<file path="src/rtl/uart_reg_bridge_if.sv">
// Purpose: UART byte stream and register bus signals between the bridge and its environment.
// Latency: none; this is a wiring bundle only.
// Backpressure: rx_ready/rx_ack level handshake on receive, tx_busy holds off transmit.
interface uart_reg_bridge_if;
    logic [7:0] rx_data;
    logic       rx_ready;
    logic       rx_ack;
    logic [7:0] tx_data;
    logic       tx_start;
    logic       tx_busy;
    logic [7:0] reg_addr;
    logic [7:0] reg_wdata;
    logic       reg_we;
    logic       reg_re;
    logic [7:0] reg_rdata;
    logic [7:0] err_count;

    // Bridge side: consumes UART bytes, drives the register bus and reply path.
    modport master (
        input  rx_data, rx_ready, tx_busy, reg_rdata,
        output rx_ack, tx_data, tx_start, reg_addr, reg_wdata, reg_we, reg_re, err_count
    );

    // Environment side: UART and register file.
    modport slave (
        output rx_data, rx_ready, tx_busy, reg_rdata,
        input  rx_ack, tx_data, tx_start, reg_addr, reg_wdata, reg_we, reg_re, err_count
    );
endinterface

</file>
<file path="src/rtl/uart_reg_bridge.sv">
// Purpose: decodes W/R byte packets from a UART into register bus strobes and sends one reply byte.
// Latency: strobe 1 cycle after the last packet byte is captured; reply request 1-2 cycles after that.
// Backpressure: bytes stay pending (no rx_ack) while a command executes; reply waits for tx_busy low.
module uart_reg_bridge #(
    parameter int         TIMEOUT_CLKS = 100000,
    parameter logic [7:0] CMD_WR       = 8'h57,
    parameter logic [7:0] CMD_RD       = 8'h52
) (
    input  logic              clk,
    input  logic              rst,
    uart_reg_bridge_if.master bus
);

    localparam int CNT_W = $clog2(TIMEOUT_CLKS + 1);
    localparam logic [CNT_W-1:0] CNT_LAST = CNT_W'(TIMEOUT_CLKS - 1);

    localparam logic [7:0] RPL_OK  = 8'h4B;
    localparam logic [7:0] RPL_BAD = 8'h3F;

    localparam logic [3:0] IDLE      = 4'd0;
    localparam logic [3:0] GET_ADDR  = 4'd1;
    localparam logic [3:0] GET_DATA  = 4'd2;
    localparam logic [3:0] BUS_WR    = 4'd3;
    localparam logic [3:0] BUS_RD    = 4'd4;
    localparam logic [3:0] RD_CAP    = 4'd5;
    localparam logic [3:0] SEND      = 4'd6;
    localparam logic [3:0] WAIT_BUSY = 4'd7;
    localparam logic [3:0] WAIT_DONE = 4'd8;

    logic [3:0]       state_q,     state_d;
    logic             is_wr_q,     is_wr_d;
    logic             rx_ack_q,    rx_ack_d;
    logic [7:0]       tx_data_q,   tx_data_d;
    logic             tx_start_q,  tx_start_d;
    logic [7:0]       reg_addr_q,  reg_addr_d;
    logic [7:0]       reg_wdata_q, reg_wdata_d;
    logic [7:0]       err_q,       err_d;
    logic [CNT_W-1:0] cnt_q,       cnt_d;

    logic in_packet;
    logic accepting;
    logic capture;
    logic timeout;
    logic err_inc;

    // Byte capture and inter-byte timeout detection.
    always_comb begin
        in_packet = (state_q == GET_ADDR) || (state_q == GET_DATA);
        accepting = (state_q == IDLE) || in_packet;
        capture   = accepting && bus.rx_ready && !rx_ack_q;
        timeout   = in_packet && !capture && (cnt_q == CNT_LAST);
        // Once acknowledged, hold rx_ack until the UART withdraws rx_ready.
        rx_ack_d  = rx_ack_q ? bus.rx_ready : capture;
        // Counter only runs between bytes of a packet; everything else clears it.
        if (in_packet && !capture && !timeout) begin
            cnt_d = cnt_q + 1'b1;
        end else begin
            cnt_d = '0;
        end
    end

    // Packet sequencing, bus strobes and reply selection.
    always_comb begin
        state_d     = state_q;
        is_wr_d     = is_wr_q;
        tx_data_d   = tx_data_q;
        tx_start_d  = 1'b0;
        reg_addr_d  = reg_addr_q;
        reg_wdata_d = reg_wdata_q;
        err_inc     = 1'b0;
        case (state_q)
            IDLE: begin
                if (capture) begin
                    if (bus.rx_data == CMD_WR) begin
                        is_wr_d = 1'b1;
                        state_d = GET_ADDR;
                    end else if (bus.rx_data == CMD_RD) begin
                        is_wr_d = 1'b0;
                        state_d = GET_ADDR;
                    end else begin
                        tx_data_d = RPL_BAD;
                        err_inc   = 1'b1;
                        state_d   = SEND;
                    end
                end
            end
            GET_ADDR: begin
                if (capture) begin
                    reg_addr_d = bus.rx_data;
                    state_d    = is_wr_q ? GET_DATA : BUS_RD;
                end else if (timeout) begin
                    err_inc = 1'b1;
                    state_d = IDLE;
                end
            end
            GET_DATA: begin
                if (capture) begin
                    reg_wdata_d = bus.rx_data;
                    state_d     = BUS_WR;
                end else if (timeout) begin
                    err_inc = 1'b1;
                    state_d = IDLE;
                end
            end
            BUS_WR: begin
                tx_data_d = RPL_OK;
                state_d   = SEND;
            end
            BUS_RD: begin
                state_d = RD_CAP;
            end
            RD_CAP: begin
                // Read data arrives one cycle after the reg_re strobe.
                tx_data_d = bus.reg_rdata;
                state_d   = SEND;
            end
            SEND: begin
                if (!bus.tx_busy) begin
                    tx_start_d = 1'b1;
                    state_d    = WAIT_BUSY;
                end
            end
            WAIT_BUSY: begin
                if (bus.tx_busy) begin
                    state_d = WAIT_DONE;
                end
            end
            WAIT_DONE: begin
                if (!bus.tx_busy) begin
                    state_d = IDLE;
                end
            end
            default: begin
                state_d = IDLE;
            end
        endcase
        // Error counter sticks at all-ones instead of wrapping.
        if (err_inc && (err_q != 8'hFF)) begin
            err_d = err_q + 8'd1;
        end else begin
            err_d = err_q;
        end
    end

    // State registers, cleared asynchronously so a reset drops any packet in flight.
    always_ff @(posedge clk or posedge rst) begin
        if (rst) begin
            state_q     <= IDLE;
            is_wr_q     <= 1'b0;
            rx_ack_q    <= 1'b0;
            tx_data_q   <= 8'h00;
            tx_start_q  <= 1'b0;
            reg_addr_q  <= 8'h00;
            reg_wdata_q <= 8'h00;
            err_q       <= 8'h00;
            cnt_q       <= '0;
        end else begin
            state_q     <= state_d;
            is_wr_q     <= is_wr_d;
            rx_ack_q    <= rx_ack_d;
            tx_data_q   <= tx_data_d;
            tx_start_q  <= tx_start_d;
            reg_addr_q  <= reg_addr_d;
            reg_wdata_q <= reg_wdata_d;
            err_q       <= err_d;
            cnt_q       <= cnt_d;
        end
    end

    // Strobes decode straight from the state so reg_rdata lines up with RD_CAP.
    assign bus.reg_we    = (state_q == BUS_WR);
    assign bus.reg_re    = (state_q == BUS_RD);
    assign bus.rx_ack    = rx_ack_q;
    assign bus.tx_data   = tx_data_q;
    assign bus.tx_start  = tx_start_q;
    assign bus.reg_addr  = reg_addr_q;
    assign bus.reg_wdata = reg_wdata_q;
    assign bus.err_count = err_q;

endmodule
</file>
<file path="src/flat_wrapper.sv">
// flat-port wrapper written by rule: the top's interface ports become plain ports
module uart_reg_bridge_flat 
#(
    parameter int         TIMEOUT_CLKS = 100000,
    parameter logic [7:0] CMD_WR       = 8'h57,
    parameter logic [7:0] CMD_RD       = 8'h52
)
  (clk, rst, bus_rx_data, bus_rx_ready, bus_tx_busy, bus_reg_rdata, bus_rx_ack, bus_tx_data, bus_tx_start, bus_reg_addr, bus_reg_wdata, bus_reg_we, bus_reg_re, bus_err_count);
  uart_reg_bridge_if bus_i ();
  input  logic clk;
  input  logic rst;
  input wire logic [$bits(bus_i.rx_data)-1:0] bus_rx_data;
  input wire logic [$bits(bus_i.rx_ready)-1:0] bus_rx_ready;
  input wire logic [$bits(bus_i.tx_busy)-1:0] bus_tx_busy;
  input wire logic [$bits(bus_i.reg_rdata)-1:0] bus_reg_rdata;
  output wire logic [$bits(bus_i.rx_ack)-1:0] bus_rx_ack;
  output wire logic [$bits(bus_i.tx_data)-1:0] bus_tx_data;
  output wire logic [$bits(bus_i.tx_start)-1:0] bus_tx_start;
  output wire logic [$bits(bus_i.reg_addr)-1:0] bus_reg_addr;
  output wire logic [$bits(bus_i.reg_wdata)-1:0] bus_reg_wdata;
  output wire logic [$bits(bus_i.reg_we)-1:0] bus_reg_we;
  output wire logic [$bits(bus_i.reg_re)-1:0] bus_reg_re;
  output wire logic [$bits(bus_i.err_count)-1:0] bus_err_count;
  assign bus_i.rx_data = bus_rx_data;
  assign bus_i.rx_ready = bus_rx_ready;
  assign bus_i.tx_busy = bus_tx_busy;
  assign bus_i.reg_rdata = bus_reg_rdata;
  assign bus_rx_ack = bus_i.rx_ack;
  assign bus_tx_data = bus_i.tx_data;
  assign bus_tx_start = bus_i.tx_start;
  assign bus_reg_addr = bus_i.reg_addr;
  assign bus_reg_wdata = bus_i.reg_wdata;
  assign bus_reg_we = bus_i.reg_we;
  assign bus_reg_re = bus_i.reg_re;
  assign bus_err_count = bus_i.err_count;
  uart_reg_bridge #(.TIMEOUT_CLKS(TIMEOUT_CLKS), .CMD_WR(CMD_WR), .CMD_RD(CMD_RD)) u_core (.clk(clk), .rst(rst), .bus(bus_i));
endmodule
</file>
<file path="config.mk">
export PLATFORM = sky130hd
export DESIGN_NAME = uart_reg_bridge_flat
export DESIGN_NICKNAME = d
export VERILOG_FILES = /design/src/rtl/uart_reg_bridge_if.sv /design/src/rtl/uart_reg_bridge.sv /design/src/flat_wrapper.sv
export SDC_FILE = /design/constraint.sdc
export NUM_CORES = 1
export LEC_CHECK = 0
export CAP_MARGIN = 20
export CORE_UTILIZATION = 47
export DETAILED_ROUTE_END_ITERATION = 8
export GPL_TIMING_DRIVEN = 0
export PLACE_DENSITY = 0.74
export SETUP_SLACK_MARGIN = 0.05
export SLEW_MARGIN = 20
export SYNTH_ARGS = -nofsm -noshare
export SYNTH_HDL_FRONTEND = slang
export SYNTH_SLANG_ARGS = --single-unit
</file>
<file path="constraint.sdc">
create_clock -name clk -period 2.85 [get_ports clk]
set_clock_uncertainty 0.15 [all_clocks]
set_input_delay 0.4275 -clock clk [delete_from_list [all_inputs] [get_ports clk]]
set_output_delay 0.4275 -clock clk [all_outputs]
set_load 0.02 [all_outputs]
</file>
Word-level counts from Yosys, hierarchy flattened
Index checks and enable logic that the tools add are counted.
{ "word_totals": {"inputBits": 20, "register_bits": 56, "word_cells": 77} }
{ "op_classes": {"add_sub_neg": 2, "muxes": 27, "n_reduce_logical": 21, "eq_ne": 18} }
{ "ops": {"columns": ["operator", "count"], "rows": [
  ["$mux W4", 8],
  ["$pmux W4 S8", 1],
  ["$mux W8", 3],
  ["$pmux W8 S3", 1],
  ["$add A17 B1 Y17 const B", 1],
  ["$eq A17 B17 Y1 const B", 1],
  ["$mux W17", 1],
  ["$eq A4 B3 Y1 const B", 4],
  ["$eq A8 B7 Y1 const B", 2],
  ["$mux W1", 10],
  ["$ne A2 B2 Y1 const B", 5],
  ["$add A8 B1 Y8 const B", 1],
  ["$eq A4 B2 Y1 const B", 2],
  ["$ne A8 B8 Y1 const B", 1],
  ["$reduce_and A4 Y1", 2],
  ["$logic_and A1 B1 Y1", 6],
  ["$mux W3", 2],
  ["$eq A4 B1 Y1 const B", 1],
  ["$eq A4 B4 Y1 const B", 1],
  ["$logic_not A4 Y1", 1],
  ["$reduce_and A2 Y1", 2],
  ["$reduce_or A2 Y1", 2],
  ["$logic_not A1 Y1", 3],
  ["$reduce_and A3 Y1", 1],
  ["other kinds (5)", 6]
]} }

Longest topological paths before layout
{ "depth": {"depth_word": 12, "mapped_depth": 6} }

Worst setup path before layout
OpenSTA, ideal clock, no wires.
{ "synth_timing": {"kind": "reg2reg", "start": "register u_core.err_q[0] (netlist: u_core.bus.err_count[0])", "end": "register u_core.err_q[1] (netlist: u_core.bus.err_count[1])", "setup_ps": 128, "period_less_slack_ps": 2020, "arrival_time_ps": 1742, "slack_ps": 830, "n_path_buf": 0, "path_stages_with_launch": 6, "cell_sequence": "dfrtp_1 -> ha_1 -> and3_1 -> a31oi_1 -> nor2b_2 -> mux2_1"} }
{ "synth_between": {"elab_chain_cells": 2} }
{ "synth_lines": {"columns": ["element", "line_no", "text"], "rows": [
  ["from (decl)", "uart_reg_bridge.sv:37", "logic [7:0] err_q, err_d;"],
  ["from (signal assigned)", "uart_reg_bridge.sv:165", "err_q <= err_d;"],
  ["parallel branches: the longest is 2 deep, another holds $add A8 B1 Y8", null, null]
]} }
Parallel ways; which one is timed is not known.
A chain may end at the register's enable or synchronous reset.

Worst setup path in the final report
{ "layout_timing": {"start": "register u_core.state_q[3]", "end": "output port bus_reg_we"} }
{ "layout_between": {"elab_chain_cells": 1} }
{ "layout_lines": {"columns": ["element", "line_no", "text"], "rows": [
  ["from (decl)", "uart_reg_bridge.sv:30", "logic [3:0] state_q, state_d;"],
  ["from (signal assigned)", "uart_reg_bridge.sv:158", "state_q <= state_d;"],
  ["$eq A4 B2 Y1", "uart_reg_bridge.sv:171", "assign bus.reg_we = (state_q == BUS_WR);"],
  ["to (decl)", "flat_wrapper.sv:21", "output wire logic [$bits(bus_i.reg_we)-1:0] bus_reg_we;"]
]} }
Every way passes these cells.

==> results.py <==
metrics = {
    "run_status": {
        "status": "finished, final reports clean",
    },
    "grt": {
        "overflow": 0,
        "grt_start_max_net_pins": 57,
        "grt_pass1_wl_um": 9380,
        "grt_antenna_before_repair": 0,
        "grt_usage": 0.197,
        "grt_pass1_vias": 2014,
    },
    "yosys": {
        "syn_inst": 243,
        "netlist_area_um2": 2710,
        "ys_top_cells_by_count": "dfrtp_1 (56), nor2_1 (28), xor2_1 (18)",
        "yosys_warnings": 0,
        "async_flop_share": 1.00,
        "synth-seq-area-share": 0.517,
        "syn_avg_cell_area_um2": 11.2,
        "synth_area_leaders": "dfrtp_1 (52%), mux2_2 (6.6%), xor2_1 (5.8%)",
        "synth_top_cell_area_share": 0.517,
        "yosysTopAreaCell": "dfrtp_1",
        "synth-seq-cells": 56,
        "syn-num-nets": 265,
        "synth_most_common_cell": "dfrtp_1",
        "synthFlopType": "dfrtp_1",
        "synth_edf_count": 0,
        "yosysUniqueCellTypes": 54,
    },
    "detailed_routing": {
        "ant_nets": 0,
        "avgViaCountPerCell": 5.35,
        "drc": 0,
        "first_pass_iters": 4,
        "wl_per_cell_um": 13.7,
        "drt-initial-drc-count": 85,
        "drt_wl_total_um": 5200,
        "via_count": 2022,
    },
    "pwr": {
        "power_density_nw_per_um2": 952,
        "p_total_mw": 3.29,
        "p_leak_nw": 1.41,
        "ir_worst_vdd_v": 0.000675,
    },
    "timing": {
        "hold_viol": 0,
        "relSlewSlack": 0.545,
        "worst_pin_slew_ps": 683,
        "setup_violations": 0,
        "rsz0062_at_grt": "false",
        "period_share": 0.951,
        "worst_slack_ps": 141,
        "setup_tns_ps": 0,
        "fmax_mhz": 369,
        "layout_min_cycle_time_ps": 2710,
        "slew_viol_final": 0,
    },
    "run": {
        "maxCapViolCount": 0,
    },
    "worst_hold_path": {
        "min_path_type": "flop to flop",
    },
    "cts": {
        "cts.sinks": 56,
        "cts_tree": "built",
        "cts_max_level": 2,
        "clk_latency_ps": 310,
        "clk_pin_slew_ps": 80,
        "cts_buffers": 5,
        "cts-root-buf": "clkbuf_8",
        "post-cts-setup-buffers": 0,
        "clk_path_buf_depth": 2,
    },
    "worst_setup_path": {
        "critPathKind": "flop to output port",
        "startpoint_type": "flop",
        "arrival_ps": 2130,
        "end_kind": "output port",
        "crit_fanout": 10,
        "worstPathRequired_ps": 2270,
    },
    "placed_design": {
        "place_inst": 370,
        "place_hpwl_um": 3740,
        "portBuffers": 55,
        "dpl-instance-area_um2": 3350,
        "gp_congestion": 0.882,
        "place_worst_setup_slack_ps": 212,
    },
    "layout": {
        "nets": 327,
        "drive_gt1_frac": 0.141,
        "area_growth_syn_to_layout_pct": 27.6,
        "num_antenna_cells": 0,
        "fin_cells": 378,
        "fin_area_um2": 3460,
    },
    "die": {
        "die_area_um2": 6070,
        "fp.dieW_um": 77.9,
        "rows": 27,
        "die_h_um": 77.9,
        "initial_utilization": 0.489,
        "core_um2": 5540,
        "io_pins": 56,
    },
}
## worst max-delay path: stages (launching register included)
cell,delay (ps)
dfrtp_1,440
buf_2,210
nand2b_1,170
or3_4,360
inv_1,60
clkdlybuf4s50_1,590
## sequential cells by signal, indices dropped and copies added, names as in the netlist
register              cells
u_core.cnt_q             17
u_core.bus.tx_start       1
u_core.bus.reg_wdata      8
u_core.bus.err_count      8
u_core.bus.tx_data        8
u_core.bus.rx_ack         1
u_core.bus.reg_addr       8
u_core.state_q            4
u_core.is_wr_q            1
## final cells by class
class / count / area, um2
Buffer: 7 / 40.0
Clock buffer: 7 / 86.3
Clock inverter: 1 / 7.51
Fill cell: 468 / 2080
Inverter: 9 / 36.3
Multi-Input combinational cell: 171 / 1240
Sequential cell: 56 / 1400
Tap cell: 72 / 90.1
Timing Repair Buffer: 55 / 551
## through the flow
step                      hold slack, ps   util
final                                342  0.624
after global routing                 362  0.624
after CTS                            348  0.623
after detailed placement             327  0.605
after global placement               322  0.605
after floorplan                      305      -
## metal layers
layer  share of wire  global-route usage  vias up
met4           0.013              0.0574        0
met5               0                   0        -
met1            0.46               0.261      959
met2            0.45               0.309       69
li1                -                   -      987
met3           0.077              0.0647        7
## worst paths after layout
| kind | startpoint | endpoint | slack, ps | cells after the start |
|---|---|---|---|---|
| max | u_core.state_q[3] | bus_reg_we | 140 | 5 |
| min | u_core.bus.tx_data[0] | u_core.bus.tx_data[0] | 340 | 1 |
| max reg2reg | u_core.cnt_q[0] | u_core.bus.err_count[1] | 760 | 6 |
| min reg2reg | u_core.bus.tx_data[0] | u_core.bus.tx_data[0] | 340 | 1 |
| max in group asynchronous | rst | u_core.state_q[0] | 1640 | 2 |
| min in group asynchronous | rst | u_core.cnt_q[9] | 400 | 2 |
## power breakdown
part / internal, mW / leakage (nW) / switching, mW
Combinational: 0.802 / 0.660 / 0.854
Clock: 0.198 / 0.0445 / 0.247
Sequential: 1.04 / 0.704 / 0.156
Total: 2.04 / 1.41 / 1.26
## placed cells by master, fill, tap and decap left out, drive strengths merged, types with 3 or more instances in the layout
master and n:
o22a 3, xnor2 6, nand2 15, and3 5
mux2 17, or3 3, nand4 6, xor2 18
clkdlybuf4s50 55, o221a 3, o21ai 3, nor2b 6
nor4 3, a21oi 4, inv 9, nor3 4
nand3 10, nor2 28, dfrtp 56, clkbuf 11
nand2b 6, buf 3
## kinds of logic (layout without fill, tap and decap cells)
kind of cell               count (synthesis)  count (layout)  share of synthesized area
AOI/OAI and AO/OA                         30              30                     0.0983
xor gates and xnor gates                  24              24                     0.0776
adders and majority gates                  2               2                    0.00923
buffers and inverters                     16              79                     0.0254
DFF                                       56              56                      0.517
muxes                                     17              17                     0.0706
and+or+nand+nor                           98              98                      0.202
## timing repair
item | CTS | global route
hold buffers | 0 | 0
gates resized for setup | 3 | 4
setup endpoints to repair | 1 | 1
No activity file was read; power rests on OpenSTA's default activity.
==> variant: new RTL, same settings <==
`TIMEOUT_CLKS` is set to 100000 in 2 places; all go to 50000.
--- a/src/rtl/uart_reg_bridge.sv
+++ b/src/rtl/uart_reg_bridge.sv
@@ -4,3 +4,3 @@
 module uart_reg_bridge #(
-    parameter int         TIMEOUT_CLKS = 100000,
+    parameter int         TIMEOUT_CLKS = 50000,
     parameter logic [7:0] CMD_WR       = 8'h57,
--- a/src/flat_wrapper.sv
+++ b/src/flat_wrapper.sv
@@ -3,3 +3,3 @@
 #(
-    parameter int         TIMEOUT_CLKS = 100000,
+    parameter int         TIMEOUT_CLKS = 50000,
     parameter logic [7:0] CMD_WR       = 8'h57,
Function: same outputs for any inputs over 10 cycles, from zero or initial values and one cycle with rst high; that may be too few to reach the edited logic, so the function may still have changed.
==> variant against the original RTL <==
  * Setup slack better by 0.13 ns
  * Cell area down 1.9%
  * Wire length grew 2.8%
  * Power grew 0.34%
  * Area after synthesis decreased by 3.3%
  * Sequential cell count shrank 1
  * Via count down 1.7%
  * Synthesized cell count down 2.9%
  * Critical path type unchanged
==> variant: results (changes against the original RTL) <==
stage	metric	value	unit	change
placement	gp_congestion	0.7801		-12%
outcome	run_status	finished clean		
global_routing	grt_max_degree	56		-1.8%
detailed_routing	met2_length	2.497	mm	+6.7%
cells_and_area	multi_input_area	1159	um2	-6.9%
detailed_routing	num_vias	1988		-1.7%
cells_and_area	area_growth	29.45	%	
global_routing	use_met3	0.05952		-0.005182
logic_synthesis	synth_xor_area_frac	0.07351		-0.004054
placement	hpwl	3.713	mm	-0.63%
power	power_leakage	1.374	nW	-2.4%
detailed_routing	drt-initial-drc-count	147		+73%
detailed_routing	post_drt_wl_per_cell	14.47	um	+5.3%
cells_and_area	buf_share	0.1718		+0.001062
detailed_routing	wl_met1	2.419	mm	+1.4%
global_routing	gr-usage-met1	0.2496		-0.01160
global_routing	track_usage	0.1981		+0.001140
cells_and_area	drive_gt1_frac	0.1304		-0.01009
global_routing	met2_usage	0.3241		+0.01526
cells_and_area	fin_cells	369		-2.4%
logic_synthesis	muxShareOfSynthArea	0.07446		+0.003826
cells_and_area	num-multi-input-gates	161		-5.8%
critical_path	ff2ff_setup_slack	0.70	ns	-0.06 ns
logic_synthesis	synth-compound-area-share	0.1041		+0.005719
cells_and_area	final_net_count	320		-2.1%
worst_hold_path	min_from	u_core.bus.tx_data[3]		
cells_and_area	largest_register_ff_count	16		-1
cells_and_area	seq_area_frac	0.4056		about the same
sta	timing.final.ws_setup	0.2695	ns	+0.1288 ns
logic_synthesis	synthDistinctLibCells	49		-9.3%
global_routing	grt_pass1_wl	9.204	mm	-1.8%
sta	slew-limit-headroom	0.5526		+0.007866
logic_synthesis	yosysSeqAreaShare	0.5251		+0.007977
power	vdd_drop_max	610.2	uV	-9.7%
logic_synthesis	ys_ff_latch	55		-1.8%
clocking	cts_resized	1		-2
placement	dpl_cell_area	3262	um2	-2.7%
cells_and_area	nFillCells	451		-3.6%
logic_synthesis	syn_area_per_cell	11.11	um2	-0.41%
sta	hold_ws	0.3447	ns	+0.002608 ns
-- variant: changes by cell type after synthesis, sizes merged, moves of 2 or more --
cell | before | now
and4 | 2 | 0
a21oi | 4 | 6
o21ai | 3 | 7
a211o | 2 | 0
xor2 | 18 | 9
clkbuf | 5 | 2
nand2 | 15 | 7
nor2b | 6 | 4
nand2b | 6 | 3
nor3 | 4 | 8
buf | 2 | 4
xnor2 | 6 | 13
inv | 9 | 14
-- variant: worst reg2reg max path, cell delays in order, from the launching register on --
cell,delay [ns]
dfrtp_1,0.43
ha_1,0.26
and3_1,0.22
nand4_1,0.14
a2bb2oi_2,0.33
nand2b_4,0.22
mux2_4,0.29
-- variant: power by group through the flow --
stage                     Combinational, mW  Sequential (mW)  Clock, mW
after floorplan                       0.702             1.40          0
after global placement                 1.52             1.17          0
after detailed placement               1.54             1.18          0
after CTS                              1.54             1.17      0.618
after global routing                   1.65             1.20      0.648
final                                  1.53             1.17      0.603
